File: src/rtl/nf10_axis_pkt_gen.sv
// AXI4-Stream test-frame generator: HDR0 (MACs/EtherType), HDR1 (sequence
// number), then a patterned payload, repeated with a configurable idle gap.
module nf10_axis_pkt_gen #(
  parameter int         C_M_AXIS_DATA_WIDTH  = 256,
  parameter int         C_M_AXIS_TUSER_WIDTH = 128,
  parameter int         C_PAYLOAD_WORDS      = 32,
  parameter int         C_GAP_CYCLES         = 128,
  parameter logic [7:0] C_SRC_PORT           = 8'h01
) (
  input  logic                              clk,
  input  logic                              reset,
  input  logic                              enable,
  input  logic [15:0]                       pkt_limit,
  input  logic [47:0]                       dst_mac,
  input  logic [47:0]                       src_mac,
  input  logic [15:0]                       ethertype,
  output logic [C_M_AXIS_DATA_WIDTH-1:0]    M_AXIS_TDATA,
  output logic [C_M_AXIS_DATA_WIDTH/8-1:0]  M_AXIS_TSTRB,
  output logic [C_M_AXIS_TUSER_WIDTH-1:0]   M_AXIS_TUSER,
  output logic                              M_AXIS_TVALID,
  input  logic                              M_AXIS_TREADY,
  output logic                              M_AXIS_TLAST,
  output logic [31:0]                       pkts_sent,
  output logic                              busy,
  output logic                              done
);

  localparam logic [15:0] PKT_LEN   = 16'((C_PAYLOAD_WORDS + 2) * 32);
  localparam logic [8:0]  LAST_BEAT = 9'(C_PAYLOAD_WORDS - 1);
  localparam int          GAP_W     = (C_GAP_CYCLES > 1) ? $clog2(C_GAP_CYCLES) : 1;
  localparam logic [GAP_W-1:0] GAP_LAST = GAP_W'(C_GAP_CYCLES - 1);
  localparam logic [C_M_AXIS_TUSER_WIDTH-1:0] TUSER_PKT =
    C_M_AXIS_TUSER_WIDTH'({8'h00, C_SRC_PORT, PKT_LEN});

  typedef enum logic [2:0] {S_IDLE, S_HDR0, S_HDR1, S_PAYLOAD, S_GAP, S_DONE} state_e;

  state_e                              state_q;
  logic                                tvalid_q, tlast_q, busy_q, done_q;
  logic [C_M_AXIS_DATA_WIDTH-1:0]      tdata_q;
  logic [C_M_AXIS_DATA_WIDTH/8-1:0]    tstrb_q;
  logic [C_M_AXIS_TUSER_WIDTH-1:0]     tuser_q;
  logic [31:0]                         pkts_sent_q, seq_q;
  logic [15:0]                         pkt_cnt_q, limit_q;
  logic [8:0]                          beat_q;
  logic [GAP_W-1:0]                    gap_q;

  logic [8:0]  beat_d;
  logic [15:0] pkt_cnt_d;
  logic        xfer;

  assign beat_d    = beat_q + 9'd1;
  assign pkt_cnt_d = pkt_cnt_q + 16'd1;
  assign xfer      = tvalid_q & M_AXIS_TREADY;

  // Byte n sits at TDATA[8n+7:8n]; MACs and EtherType go out MSB byte first.
  function automatic logic [C_M_AXIS_DATA_WIDTH-1:0] hdr0_beat(
    input logic [47:0] dst, input logic [47:0] src, input logic [15:0] et);
    logic [C_M_AXIS_DATA_WIDTH-1:0] d;
    d = '0;
    for (int i = 0; i < 6; i++) begin
      d[8*i +: 8]     = dst[8*(5-i) +: 8];
      d[8*(6+i) +: 8] = src[8*(5-i) +: 8];
    end
    d[103:96]  = et[15:8];
    d[111:104] = et[7:0];
    return d;
  endfunction

  function automatic logic [C_M_AXIS_DATA_WIDTH-1:0] payload_beat(input logic [7:0] b);
    return {{8{b}}, 64'hAAAAAAAABBBBBBBB, {8{b}}, 64'hBBBBBBBBCCCCCCCC};
  endfunction

  always_ff @(posedge clk) begin
    if (reset) begin
      state_q     <= S_IDLE;
      tvalid_q    <= 1'b0;
      tlast_q     <= 1'b0;
      tdata_q     <= '0;
      tstrb_q     <= '0;
      tuser_q     <= '0;
      pkts_sent_q <= '0;
      seq_q       <= '0;
      busy_q      <= 1'b0;
      done_q      <= 1'b0;
      pkt_cnt_q   <= '0;
      limit_q     <= '0;
      beat_q      <= '0;
      gap_q       <= '0;
    end else begin
      case (state_q)
        S_IDLE: begin
          done_q <= 1'b0;
          if (enable) begin
            state_q   <= S_HDR0;
            tvalid_q  <= 1'b1;
            tlast_q   <= 1'b0;
            tdata_q   <= hdr0_beat(dst_mac, src_mac, ethertype);
            tuser_q   <= TUSER_PKT;
            tstrb_q   <= '1;
            pkt_cnt_q <= '0;
            limit_q   <= pkt_limit;
            busy_q    <= 1'b1;
          end
        end
        S_HDR0: begin
          if (xfer) begin
            state_q <= S_HDR1;
            tdata_q <= C_M_AXIS_DATA_WIDTH'(seq_q);
          end
        end
        S_HDR1: begin
          if (xfer) begin
            state_q <= S_PAYLOAD;
            beat_q  <= '0;
            tdata_q <= payload_beat(8'd0);
            tlast_q <= (LAST_BEAT == 9'd0);
          end
        end
        S_PAYLOAD: begin
          if (xfer) begin
            if (tlast_q) begin
              pkts_sent_q <= pkts_sent_q + 32'd1;
              seq_q       <= seq_q + 32'd1;
              pkt_cnt_q   <= pkt_cnt_d;
              tlast_q     <= 1'b0;
              if (limit_q != 16'd0 && pkt_cnt_d == limit_q) begin
                state_q  <= S_DONE;
                tvalid_q <= 1'b0;
                busy_q   <= 1'b0;
                done_q   <= 1'b1;
              end else if (C_GAP_CYCLES == 0 && enable) begin
                // Back-to-back: TVALID stays high straight into the next header.
                state_q <= S_HDR0;
                tdata_q <= hdr0_beat(dst_mac, src_mac, ethertype);
              end else if (C_GAP_CYCLES == 0) begin
                state_q  <= S_IDLE;
                tvalid_q <= 1'b0;
                busy_q   <= 1'b0;
              end else begin
                state_q  <= S_GAP;
                tvalid_q <= 1'b0;
                gap_q    <= '0;
              end
            end else begin
              beat_q  <= beat_d;
              tdata_q <= payload_beat(beat_d[7:0]);
              tlast_q <= (beat_d == LAST_BEAT);
            end
          end
        end
        S_GAP: begin
          if (gap_q == GAP_LAST) begin
            if (enable) begin
              state_q  <= S_HDR0;
              tvalid_q <= 1'b1;
              tdata_q  <= hdr0_beat(dst_mac, src_mac, ethertype);
            end else begin
              state_q <= S_IDLE;
              busy_q  <= 1'b0;
            end
          end else begin
            gap_q <= gap_q + GAP_W'(1);
          end
        end
        S_DONE: begin
          if (!enable) begin
            state_q <= S_IDLE;
            done_q  <= 1'b0;
          end
        end
        default: state_q <= S_IDLE;
      endcase
    end
  end

  assign M_AXIS_TDATA  = tdata_q;
  assign M_AXIS_TSTRB  = tstrb_q;
  assign M_AXIS_TUSER  = tuser_q;
  assign M_AXIS_TVALID = tvalid_q;
  assign M_AXIS_TLAST  = tlast_q;
  assign pkts_sent     = pkts_sent_q;
  assign busy          = busy_q;
  assign done          = done_q;

endmodule

File: config.mk
export PLATFORM = sky130hd
export DESIGN_NAME = nf10_axis_pkt_gen
export DESIGN_NICKNAME = d
export VERILOG_FILES = /design/src/rtl/nf10_axis_pkt_gen.sv
export SDC_FILE = /design/constraint.sdc
export NUM_CORES = 1
export LEC_CHECK = 0
export BUFFER_PORTS_ARGS = -buffer_cell sky130_fd_sc_hd__buf_2
export CAP_MARGIN = 10
export CORE_AREA = 4 4 224 226
export CTS_BUF_LIST = sky130_fd_sc_hd__clkbuf_4 sky130_fd_sc_hd__clkbuf_8
export DETAILED_ROUTE_END_ITERATION = 12
export DIE_AREA = 0 0 228 230
export SLEW_MARGIN = 20
export SYNTH_ARGS = -nofsm -noshare
export SYNTH_HDL_FRONTEND = slang
export SYNTH_SLANG_ARGS = --single-unit
File: constraint.sdc
create_clock -name clk -period 2.8 [get_ports clk]
set_input_delay 0.14 -clock clk [delete_from_list [all_inputs] [get_ports clk]]
set_output_delay 0.14 -clock clk [all_outputs]
set_load 0.02 [all_outputs]
### Word level (Yosys, flattened, before mapping)

Index checks and enable logic that the tools add are counted.

| storage, ports and cells | value |
|---|---|
| bits in writable memories | 0 |
| register bits after elaboration | 377 |
| memories kept | 0 |
| input bits | 132 |
| ROM bits | 0 |
| output and inout bits | 452 |
| latch bits | 0 |

| cells by class | value |
|---|---|
| equal/unequal tests | 20 |
| magnitude comparators | 0 |
| div/mod/pow operators | 0 |
| $mul | 0 |
| multiplexer cells | 51 |
| add/sub/neg operators | 5 |
| reduce and logical (&&, ||, !) cells | 21 |
| shift-type cells | 0 |
| bitwise operators | 1 |

Operators by type and width:

| operator | number |
|---|---|
| 256-bit two-way mux | 6 |
| 256-bit one-hot mux with 5 select lines | 1 |
| 32-bit by 1-bit adder with 32-bit output (second input constant) | 2 |
| 16-bit two-way mux | 3 |
| 16-bit one-hot mux with 2 select lines | 1 |
| 7-bit two-way mux | 4 |
| 9-bit two-way mux | 3 |
| 2-bit inequality test (second input constant) | 12 |
| 3-bit two-way mux | 7 |
| 1-bit two-way mux | 19 |
| 3-bit one-hot mux with 6 select lines | 1 |
| 9-bit one-hot mux with 2 select lines | 1 |
| 16-bit by 1-bit adder with 16-bit output (second input constant) | 1 |
| 16-bit equality test | 1 |
| 4-bit AND reduction | 4 |
| 16-bit nonzero test | 1 |
| 7-bit one-hot mux with 2 select lines | 1 |
| 7-bit AND reduction | 2 |
| 1-bit one-hot mux with 3 select lines | 4 |
| 5-bit AND reduction | 2 |
| 9-bit by 1-bit adder with 9-bit output (second input constant) | 1 |
| 9-bit by 5-bit equality test with 1-bit output (second input constant) | 1 |
| 3-bit nonzero test | 3 |
| 7-bit by 1-bit adder with 7-bit output (second input constant) | 1 |
| 12 further kinds | 16 |

### Logic depth before layout (Yosys ltp)

| logic depth | value |
|---|---|
| depth after elaboration | 7 |
| mapped depth | 12 |

### Worst setup path after synthesis

OpenSTA, ideal clock, no wires.

| timing | value |
|---|---|
| path kind | reg-to-reg |
| start point | register pkt_cnt_q[0] |
| end point | register gap_q[5] |
| setup slack | -0.146 ns |
| cell stages (with the launch flop) | 11 |
| arrival | 2.858 ns |
| required time | 2.712 ns |
| setup time | 0.088 ns |
| cell sequence | dfxtp_1 ha_1 nand3_1 nor4_1 mux2i_1 nor4b_2 nand3b_1 or4_4 and2_1 buf_6 a311oi_2 |

| on the way | value |
|---|---|
| cells in the longest elaborated chain, start to end | 5 |

RTL lines:

| element | RTL line | source |
|---|---|---|
| start, declared | 43 | `logic [15:0] pkt_cnt_q, limit_q;` |
| start signal, assigned | 124 | `pkt_cnt_q <= pkt_cnt_d;` |
| 16-bit by 1-bit adder with 16-bit output | 52 | `assign pkt_cnt_d = pkt_cnt_q + 16'd1;` |
| 16-bit equality test | 126 | `if (limit_q != 16'd0 && pkt_cnt_d == limit_q) begin` |
| 1-bit logical AND | 126 |  |
| 2-bit inequality test (no source line) | n/a |  |
| 5-bit AND reduction (no source line) | n/a |  |
| end signal, assigned | 162 | `gap_q <= gap_q + GAP_W'(1);` |
| end, declared | 45 | `logic [GAP_W-1:0] gap_q;` |

Every way passes these cells.
A chain may end at the register's enable or synchronous reset.

### Final worst setup path

Ends and elaborated chain as after synthesis.

==> results.tsv <==
metric	value	unit
status	finished clean	
async_reset_ff_share	0	%
cts.sink_count	241	
finalSetupViolations	0	
synthMuxAreaShare	0.158	%
synthSimpleGateAreaFrac	21.8	%
ys_seq_elements	241	
dr.pass1.iters	5	
dieArea	52400	sq um
synthXorXnorAreaFrac	5.26	%
critical_path.max_stage_delay	0.50	ns
synthCells	1567	
seq_area_frac_synth	38.1	%
fin_hold_ws	0.327	ns
fp-row-count	81	
layout_commonest_cell	buf_2	
startpoint	pkt_cnt_q[0]	
worstPathArrival	3.25	ns
grt_max_degree	89	
core	48300	sq um
end_kind	flop	
final_cell_mix	buf_2 (433), dfxtp_1 (235), nor2_1 (200)	
crit_end	gap_q[5]	
fin_skew	0.0390	ns
port_buffers	434	
cp_cell_sequence	ha_4, and3_4, a31oi_1, or3_1, nor4b_2, nand3b_1, or4_4, and2_4, a311oi_2	
antenna_found_initial	8	
power.density	931	nW/um^2
tns	0	ns
die_h	230	microns
path_buf_inv	0	
yosys_warnings	0	
clkTransAtPathRegs	0.07	ns
nNetsFinal	2153	
final_hold_viol_count	0	
min_period_over_period	97.6	%
gp_congestion	0.890	
cp.required	3.32	ns
cts_buffers	47	
cap_violations	0	
fmax	366	MHz
num_vias	12100	
grt_pass1_wl	65.0	mm
drive_above_1_share	29.8	%
crit_family	simple AND/OR/NAND/NOR gates	
grt_pass1_vias	11500	
r2r_cells	9	
root_buffer	clkbuf_8	
power	15.6	mW
dpl_cell_area	14100	sq um
postSynthAreaPerCell	8.07	sq um
crit_cells	9	
cp_slowest_cell	or4_4	
r2r_slack	0.07	ns
r2r-end	gap_q[5]	
avgRoutedWirePerCell	16.1	microns
synth_compound_area_share	13.3	%
drc_errors	0	
critPathMaxFanout	6	
ant_nets	0	
track_usage	15.3	%
grt-ovfl-total	0	
critPathKind	reg -> reg	
dp_hpwl	29.6	mm
nFillCells	4990	
yosysUniqueCellTypes	59	
syn_area	12700	sq um
synth_flop_cell	dfxtp_1	
initial_core_util	26.2	%
leakage	7.63	nW
cp-start-kind	flop	
drtIter0Drc	611	
cts.path.max_buffers	3	
max-slew-margin-rel	27.6	%
clock_latency	0.61	ns
htreeDepth	2	
yosys.area_share.adder	0.593	%
io_pins	584	
synth_edf_count	0	
fin_area	16700	sq um
drv_slew	0	
vdd_drop_max	0.834	mV
hp-class	in -> reg	
drt_wl_total	43.0	mm
rr_startpoint	pkt_cnt_q[0]	
die_w	228	microns
vias_per_cell	4.52	
period_minus_slack	2.73	ns
cts_tree	yes	
max_slew.worst_pin.slew	1.09	ns
synth_top_family_by_area	simple AND/OR/NAND/NOR gates	
syn_to_final_growth	32.3	%
==> cell usage after synthesis, types with 13 or more instances <==
cell type  instances  share of area (%)
a211oi_1          52                3.1
a21oi_1           90                3.6
a221oi_1          32                2.2
and3_1            23                1.1
buf_4            296                 18
clkbuf_1          76                2.3
dfxtp_1          241                 38
nand2_1          127                3.8
nand3_1           55                2.2
nand4_1           13               0.64
nor2_1           201                6.0
nor3_1            85                3.4
o21ai_0           25               0.99
o22ai_1           26                1.3
or3_1             18               0.89
xnor2_1           33                2.3
xor2_1            43                3.0
==> worst min-delay path by stage <==
stage / from / to / slack, ns / depth (start not counted)
2_1_floorplan: pkt_limit[0] / limit_q[0] / 0.28 / 2
3_3_place_gp: src_mac[35] / M_AXIS_TDATA[59] / 0.37 / 3
3_5_place_dp: dst_mac[0] / M_AXIS_TDATA[40] / 0.38 / 3
4_1_cts: src_mac[32] / M_AXIS_TDATA[56] / 0.25 / 4
5_1_grt: src_mac[32] / M_AXIS_TDATA[56] / 0.28 / 4
6_report: src_mac[44] / M_AXIS_TDATA[52] / 0.33 / 4
==> cell families after synthesis <==
kind of cell / Yosys count
other: 1
buffers and inverters: 398
AND/OR/NAND/NOR: 583
multiplexers: 2
flip-flops: 241
AO/OA/AOI/OAI: 260
XOR/XNOR: 76
adder cells (fa/ha/maj): 6
==> report_power, final <==
part	switching, mW	total, mW	internal, mW	leakage, nW
Sequential	0.440	4.52	4.08	1.97
Clock	1.61	4.12	2.51	0.564
Combinational	4.64	6.95	2.30	5.09
==> registers in the layout, indices dropped and copies added, names as in the netlist <==
signal and cells:
pkts_sent 32, beat_q 9, busy 1, gap_q 7
limit_q 16, M_AXIS_TLAST 1, pkt_cnt_q 16, M_AXIS_TSTRB 1
state_q 3, M_AXIS_TDATA 121, done 1, seq_q 32
M_AXIS_TVALID 1
==> routing by layer <==
metal	GRT usage, %	vias up	share of wire [%]
met5	0	-	0.063
met4	5.17	4	2.5
met3	4.09	70	7.2
met2	25.9	467	48
met1	18.9	5669	42
li1	-	5874	-
==> final cells by class <==
type	instances	area (sq um)	share of cell area, %
tap	622	778	4.65
timing repair buffer	637	4130	24.7
antenna	3	7.51	0.0448
inverter	12	45.0	0.269
clock buffer	72	903	5.40
sequential	241	4840	28.9
multi-input combinational	1076	5850	35.0
clock inverter	10	184	1.10
==> per-stage QoR <==
stage / std cells / util [%] / setup WS (ns)
final: 2673 / 34.6 / 0.0676
after global placement: 2439 / 29.2 / 0.00482
after floorplan: 1715 / - / 0.0215
after CTS: 2666 / 34.4 / 0.0151
after global routing: 2672 / 34.6 / -0.0486
after detailed placement: 2439 / 29.2 / -0.0224
==> tightest hold or removal path: cells and delay by family <==
| kind | cells | cell delay, ns |
|---|---|---|
| AO/OA/AOI/OAI | 1 | 0.05 |
| buffers and inverters | 2 | 0.62 |
| AND/OR/NAND/NOR | 1 | 0.07 |
==> repair_timing <==
item	4_1_cts	5_1_grt
hold buffers	144	0
setup buffers	1	4
hold endpoints to repair	151	0
endpoints found under the setup margin	2	21
pin swaps	1	5
gates resized for setup	2	15
Note: power is estimated with default switching activity, not from simulation.
